==> config.mk <==
export PLATFORM = sky130hd
export DESIGN_NAME = mac_result_collector
export DESIGN_NICKNAME = d
export VERILOG_FILES = /design/src/rtl/mac_result_collector.sv
export SDC_FILE = /design/constraint.sdc
export NUM_CORES = 1
export LEC_CHECK = 0
export CORE_MARGIN = 4
export CORE_UTILIZATION = 61
export CTS_CLUSTER_SIZE = 28
export DETAILED_ROUTE_END_ITERATION = 8
export GPL_TIMING_DRIVEN = 0
export PLACE_DENSITY = 0.85
export SLEW_MARGIN = 30
export SYNTH_ARGS = -nofsm -noshare
export SYNTH_HDL_FRONTEND = slang
export SYNTH_SLANG_ARGS = --single-unit
==> constraint.sdc <==
create_clock -name clk -period 6.79 [get_ports clk]
set_input_delay 1.6975 -clock clk [delete_from_list [all_inputs] [get_ports clk]]
set_output_delay 1.6975 -clock clk [all_outputs]
set_load 0.03 [all_outputs]
==> src/rtl/mac_result_collector.sv <==
// rtl/mac_result_collector.sv - round-robin drain of N_CELLS mac_cell BF16 results into a tagged output FIFO
module mac_result_collector #(
    parameter int N_CELLS    = 4,
    parameter int FIFO_DEPTH = 8,
    localparam int IDX_W     = $clog2(N_CELLS)
) (
    input  logic                   clk,
    input  logic                   rst_n,
    input  logic                   tile_start,
    input  logic [N_CELLS-1:0]     mac_valid_i,
    input  logic [16*N_CELLS-1:0]  mac_bf16_i,
    output logic [N_CELLS-1:0]     output_ready_o,
    output logic                   out_valid,
    input  logic                   out_ready,
    output logic [15:0]            out_data,
    output logic [IDX_W-1:0]       out_idx,
    output logic                   busy,
    output logic                   tile_done
);

    localparam int AW = $clog2(FIFO_DEPTH);
    localparam int CW = $clog2(N_CELLS + 1);
    localparam int EW = IDX_W + 16;

    typedef enum logic [1:0] {
        S_IDLE,
        S_RUN,
        S_DONE
    } state_t;

    state_t state, state_nx;

    logic [EW-1:0]      mem [FIFO_DEPTH];
    logic [AW:0]        wr_ptr, rd_ptr, fifo_cnt;
    logic               full, empty, push, pop;

    logic [N_CELLS-1:0] qual_q, taken, eligible;
    logic [IDX_W-1:0]   rr_ptr, grant_idx, rr_next;
    logic               grant, start_acc;
    logic [15:0]        grant_data;
    logic [CW-1:0]      acc_cnt, pop_cnt;

    // Position k of the round-robin search, starting at the pointer and wrapping at N_CELLS.
    function automatic logic [IDX_W-1:0] rr_idx(input logic [IDX_W-1:0] base, input int k);
        int s;
        s = int'(base) + k;
        if (s >= N_CELLS) s = s - N_CELLS;
        return IDX_W'(s);
    endfunction

    assign fifo_cnt  = wr_ptr - rd_ptr;
    assign full      = (fifo_cnt == (AW+1)'(FIFO_DEPTH));
    assign empty     = (wr_ptr == rd_ptr);
    assign out_valid = !empty;
    assign {out_idx, out_data} = mem[rd_ptr[AW-1:0]];
    assign pop       = out_valid && out_ready;
    assign push      = grant;
    assign rr_next   = (grant_idx == IDX_W'(N_CELLS - 1)) ? '0 : grant_idx + 1'b1;

    // A full FIFO can still take a result when the head leaves on the same edge.
    always_comb begin
        eligible       = '0;
        grant          = 1'b0;
        grant_idx      = '0;
        output_ready_o = '0;
        if (state == S_RUN && acc_cnt < CW'(N_CELLS) && (!full || pop))
            eligible = mac_valid_i & qual_q & ~taken;
        for (int k = N_CELLS - 1; k >= 0; k--) begin
            if (eligible[rr_idx(rr_ptr, k)]) begin
                grant     = 1'b1;
                grant_idx = rr_idx(rr_ptr, k);
            end
        end
        if (grant) output_ready_o[grant_idx] = 1'b1;
        grant_data = mac_bf16_i[16*int'(grant_idx) +: 16];
    end

    always_comb begin
        state_nx  = state;
        start_acc = 1'b0;
        busy      = (state != S_IDLE);
        tile_done = (state == S_DONE);
        case (state)
            S_IDLE: begin
                if (tile_start) begin
                    start_acc = 1'b1;
                    state_nx  = S_RUN;
                end
            end
            S_RUN:   if (pop_cnt == CW'(N_CELLS)) state_nx = S_DONE;
            S_DONE:  state_nx = S_IDLE;
            default: state_nx = S_IDLE;
        endcase
    end

    always_ff @(posedge clk or negedge rst_n) begin
        if (!rst_n) begin
            wr_ptr <= '0;
            rd_ptr <= '0;
            for (int i = 0; i < FIFO_DEPTH; i++) mem[i] <= '0;
        end else begin
            if (push) begin
                mem[wr_ptr[AW-1:0]] <= {grant_idx, grant_data};
                wr_ptr              <= wr_ptr + 1'b1;
            end
            if (pop) rd_ptr <= rd_ptr + 1'b1;
        end
    end

    // The bus is only trusted once mac_valid has been high for a full cycle.
    always_ff @(posedge clk or negedge rst_n) begin
        if (!rst_n) begin
            state   <= S_IDLE;
            qual_q  <= '0;
            taken   <= '0;
            rr_ptr  <= '0;
            acc_cnt <= '0;
            pop_cnt <= '0;
        end else begin
            state  <= state_nx;
            qual_q <= mac_valid_i & ~output_ready_o;
            if (start_acc) begin
                taken   <= '0;
                acc_cnt <= '0;
                pop_cnt <= '0;
            end else begin
                if (grant) begin
                    taken[grant_idx] <= 1'b1;
                    acc_cnt          <= acc_cnt + 1'b1;
                    rr_ptr           <= rr_next;
                end
                if (pop && state == S_RUN && pop_cnt < CW'(N_CELLS))
                    pop_cnt <= pop_cnt + 1'b1;
            end
        end
    end

endmodule

### Yosys cells after proc, flatten, opt, wreduce, memory -nomap -nowiden

Cells that the tools add are included.

| storage, ports and cells | value |
|---|---|
| input port bits | 72 |
| flip-flop bits (word level) | 170 |
| output and inout bits | 25 |
| logic and storage cells | 120 |

| cells by class | value |
|---|---|
| multiplexer cells | 42 |
| shift-type cells | 1 |
| reductions and logical operators | 16 |
| add/sub/neg operators | 13 |
| eq/ne operators | 8 |
| bitwise logic cells | 9 |
| order comparisons | 15 |

Operator list:

| operator | count |
|---|---|
| $bwmux W144 | 1 |
| $shiftx A64 B7 Y16 | 1 |
| $bmux W18 S3 | 1 |
| $demux W18 S3 | 1 |
| $mux W18 | 3 |
| $mux W2 | 11 |
| $mux W4 | 4 |
| $lt A2 B3 Y1 const B | 5 |
| $and A4 B4 Y4 | 3 |
| $mux W3 | 4 |
| $mux W1 | 11 |
| $ge A3 B3 Y1 const B | 3 |
| $add A4 B1 Y4 const B | 2 |
| $bmux W1 S2 | 4 |
| $ge A4 B4 Y1 const B | 2 |
| $not A3 Y4 | 2 |
| $not A4 Y4 | 2 |
| $sub A2 B1 Y2 const B | 4 |
| $logic_and A1 B1 Y1 | 7 |
| $add A2 B2 Y3 const B | 2 |
| $add A3 B1 Y3 const B | 2 |
| $lt A3 B3 Y1 const B | 2 |
| $reduce_bool A2 Y1 | 3 |
| $eq A2 B2 Y1 const B | 2 |
| other kinds (19) | 22 |

### Depth between registers and ports, before layout

| logic depth | value |
|---|---|
| word-level depth | 19 |
| gate-level depth with buffers | 14 |
| depth with buffers taken out | 10 |

### Worst setup path before layout

OpenSTA, ideal clock, no wires.

| path | value |
|---|---|
| kind | input to output |
| start | input port mac_valid_i[2] |
| end | output port output_ready_o[0] |
| arrival time | 4139 ps |
| stages on the path | 9 |
| buffers on the path | 2 |
| required time | 5092 ps |
| slack | 954 ps |
| path through | and3b_1 a2bb2o_1 or3_1 nor3_4 buf_4 buf_2 inv_1 ha_1 and2_1 |

| on the way | value |
|---|---|
| cells in the longest elaborated chain, start to end | 14 |
| elaborated cells on any way between the ends | 25 |
| classes of those cells | 2 x order compare; 20 x mux; 2 x bitwise; 1 x reduce/logical |

Ends and longest elaborated chain:

| item | line | source |
|---|---|---|
| from (decl) | 10 | `input logic [N_CELLS-1:0] mac_valid_i,` |
| $and A4 B4 Y4 * (2 in series) | 67 | `eligible = mac_valid_i & qual_q & ~taken;` |
| $mux W4 * | 66 | `if (state == S_RUN && acc_cnt < CW'(N_CELLS) && (!full \|\| pop))` |
| $bmux W1 S2 | 69 | `if (eligible[rr_idx(rr_ptr, k)]) begin` |
| $mux W1 (not written as such) | 69 |  |
| $mux W2 (3 in series) | 69 |  |
| $mux W2 * | 69 |  |
| net grant_idx[0] | 38 | `logic [IDX_W-1:0] rr_ptr, grant_idx, rr_next;` |
| $lt A2 B3 Y1 (not written as such) or $ge A2 B1 Y1 (tied branches) | 74 | `if (grant) output_ready_o[grant_idx] = 1'b1;` |
| $logic_and A1 B1 Y1 (not written as such) | 74 |  |
| $mux W1 (not written as such) | 74 |  |
| $demux W1 S2 * | 74 |  |
| $mux W4 * | 74 |  |
| to (decl) | 12 | `output logic [N_CELLS-1:0] output_ready_o,` |

Mark *: on every way through the listed nets, which the timed path passes. The rest lies on a longest branch. The select of a mux whose other input is x is not followed.

### Worst setup path in the final report

| path | value |
|---|---|
| start | input port mac_valid_i[0] |
| end | output port output_ready_o[2] |

Same word-level chain as after synthesis.

==> flow_summary.toml <==
[sta]
setup_viol = 0
hold_viol = 0
post-route-min-period_ps = 6660
maxSlewViolCount = 0
fmax_ghz = 0.150
whs_ps = 462
clock_skew_ps = 7.11
relSlewSlack = 0.295
setup-tns-final_ps = 0
rsz0062_at_grt = "false"
finalCritPeriodShare = 0.981
tightest_slew_ps = 1050

[route]
first_iter_violations = 482
wl_um = 22600
ant_nets = 0
wl_per_cell_um = 23.5
route.detailed.drc = 0
via_per_inst = 6.29
via_count = 6056
firstDrtPassIters = 5

[worst_setup_path]
crit_top_cell = "clkdlybuf4s50_1"
path_class = "in2out"
critPathCaptureType = "output pin"
crit_chain = "clkdlybuf4s50_1 -> nand3b_1 -> a2bb2o_1 -> or3_1 -> nor3_4 -> buf_6 -> buf_2 -> inv_1 -> ha_1 -> and2_1 -> clkdlybuf4s50_1"
cp_slowest_cell = "clkdlybuf4s50_1"
cp_max_fo = 11
cp-start-kind = "input pin"
cp.arrival_ps = 4960
required_ps = 5090
cp_slowest_stage_delay_ps = 590

[synth]
synthCells = 653
synth_cell_type_count = 54
syn_area_mm2 = 0.00877
async_flop_share = 1.00
yosysWarnings = 0
synth_compound_area_frac = 0.0942
synth.avg_cell_area_um2 = 13.4
synthMuxAreaShare = 0.280
synth-xor-area-share = 0.0107
synth_top_family_by_area = "multiplexers"
synth.net_count = 737
synth-seq-cells = 170
synth-edff-count = 0
ys_seq_area_frac = 0.485
ys.flop_type = "dfrtp_1"
synthAdderAreaFrac = 0.0171
synth_simple_gate_area_frac = 0.0796

[power_and_ir_drop]
p_leak_nw = 4.53
vdd_ir_drop_max_v = 0.000354
p_per_area_mw_per_mm2 = 529
p_total_w = 0.00562

[flow_run]
cap_viol_max_count = 0

[clock_network]
clk_path_buf_depth = 2
path_clk_slew_ps = 70
htreeDepth = 4
cts_tree = "built"
cts_root_buffer = "clkbuf_16"
cts_buffers = 17
clk_latency_ps = 430
cts_num_sinks = 170

[floorplanning]
coreArea_mm2 = 0.0140
initial_core_util = 0.627
die_w_um = 128
fp.dieArea_mm2 = 0.0164
rows = 43
io_pins = 97
die_h_um = 128

[global_route]
grt_pass1_vias = 6656
track_usage = 0.287
antenna_found_initial = 0
grt_pass1_wl_um = 35500
overflow = 0
grt_max_degree = 89

[layout]
area_delta_synth_final_pct = 21.2
drive_gt1_frac = 0.304
final_cell_mix = "170 x dfrtp_1, 115 x mux2_2, 94 x clkdlybuf4s50_1, 66 x nand2_1, 36 x mux4_2"
fillerInstances = 826
final_common_cell = "dfrtp_1"
antenna_cells = 0
nets = 854

[placed_design]
io_buffers = 96
place_congestion = 0.824
dpl.hpwl_um = 15400

[min_path]
holdCritPathClass = "reg2reg"

[status]
status = "finished clean"
## per-layer routing
layer	vias to the layer above	share of wire	global-route usage
met4	0	0.029	0.109
met3	54	0.065	0.0733
met2	239	0.51	0.485
met5	-	0	0
li1	2645	-	-
met1	3118	0.39	0.356
## cells in the mapped netlist (all sizes together) (3+ instances only)
cell type / count / share of area
a211oi: 3 / 0.0043
a21oi: 25 / 0.014
a221oi: 15 / 0.039
a31oi: 16 / 0.011
and2: 5 / 0.0036
buf: 19 / 0.013
clkbuf: 20 / 0.0086
dfrtp: 170 / 0.49
ha: 12 / 0.017
inv: 26 / 0.011
mux2: 145 / 0.19
mux4: 36 / 0.092
nand2: 66 / 0.028
nor2: 15 / 0.0064
nor2b: 7 / 0.0050
nor3: 6 / 0.0058
nor4: 3 / 0.0036
nor4b: 4 / 0.0088
o21ai: 4 / 0.0023
o31a: 16 / 0.016
or2: 3 / 0.0021
or3: 4 / 0.0029
xnor2: 6 / 0.0060
## final timing paths
| kind | startpoint | endpoint | slack, ps | cells past startpoint |
|---|---|---|---|---|
| max | mac_valid_i[0] | output_ready_o[2] | 130 | 11 |
| min | state[1]$_DFFE_PN0P_ | state[0]$_DFFE_PN0P_ | 460 | 1 |
| max reg2reg | rd_ptr[1]$_DFFE_PN0P_ | mem[31]$_DFFE_PN0P_ | 2070 | 13 |
| min reg2reg | state[1]$_DFFE_PN0P_ | state[0]$_DFFE_PN0P_ | 460 | 1 |
| max in group asynchronous | rst_n | mem[40]$_DFFE_PN0P_ | 4690 | 2 |
| min in group asynchronous | rst_n | qual_q[2]$_DFF_PN0_ | 1250 | 1 |
## power by group
part / switching [W] / internal, W / total [W]
Clock: 0.000414 / 0.000511 / 0.000925
Combinational: 0.00156 / 0.00136 / 0.00292
Sequential: 0.000276 / 0.00150 / 0.00178
## state kept, by name (all words and copies together) (netlist names)
name	count
pop_cnt	3
mem	144
wr_ptr	4
rr_ptr	2
taken	4
rd_ptr	4
acc_cnt	3
state	2
qual_q	4
## worst max-delay path: cells and delay by family
kind / cells / cell delay [ps]
adder cells (fa/ha/maj): 1 / 210
AO/OA/AOI/OAI: 1 / 340
buffers and inverters: 5 / 1660
AND/OR/NAND/NOR: 4 / 1030
## layout make-up
cell class              count  area (µm²)  share of cell area
inverters                  27         101             0.00954
plain buffers              39         201              0.0190
clock inverters            11        85.1             0.00801
repair buffers             98        1000              0.0944
clock buffers              21         480              0.0452
flip-flops and latches    170        4250               0.400
well taps                 180         225              0.0212
multi-input cells         417        4270               0.402
## repair_timing
action                                  CTS  global route
hold buffers                              0             0
endpoints found under the setup margin    4             4
gates resized for setup                   0             5
pin swaps                                 1             0
setup buffers                             1             0
## stage by stage
step | cell area (µm²) | util | setup slack, ps | instances
after floorplan | 8770 | - | 954 | 653
after global placement | 9960 | 0.712 | -2340 | 929
after detailed placement | 10000 | 0.717 | -423 | 930
after CTS | 10600 | 0.758 | 19.0 | 963
after global routing | 10600 | 0.760 | 2.28 | 963
final | 10600 | 0.760 | 131 | 963
## kinds of logic after synthesis
kind of cell | Yosys count
muxes | 182
DFF | 170
and+or+nand+nor | 127
AOI/OAI and AO/OA | 87
buffers and inverters | 66
adders and majority gates | 12
xor gates and xnor gates | 9
Power figures use the tool's default switching activity.
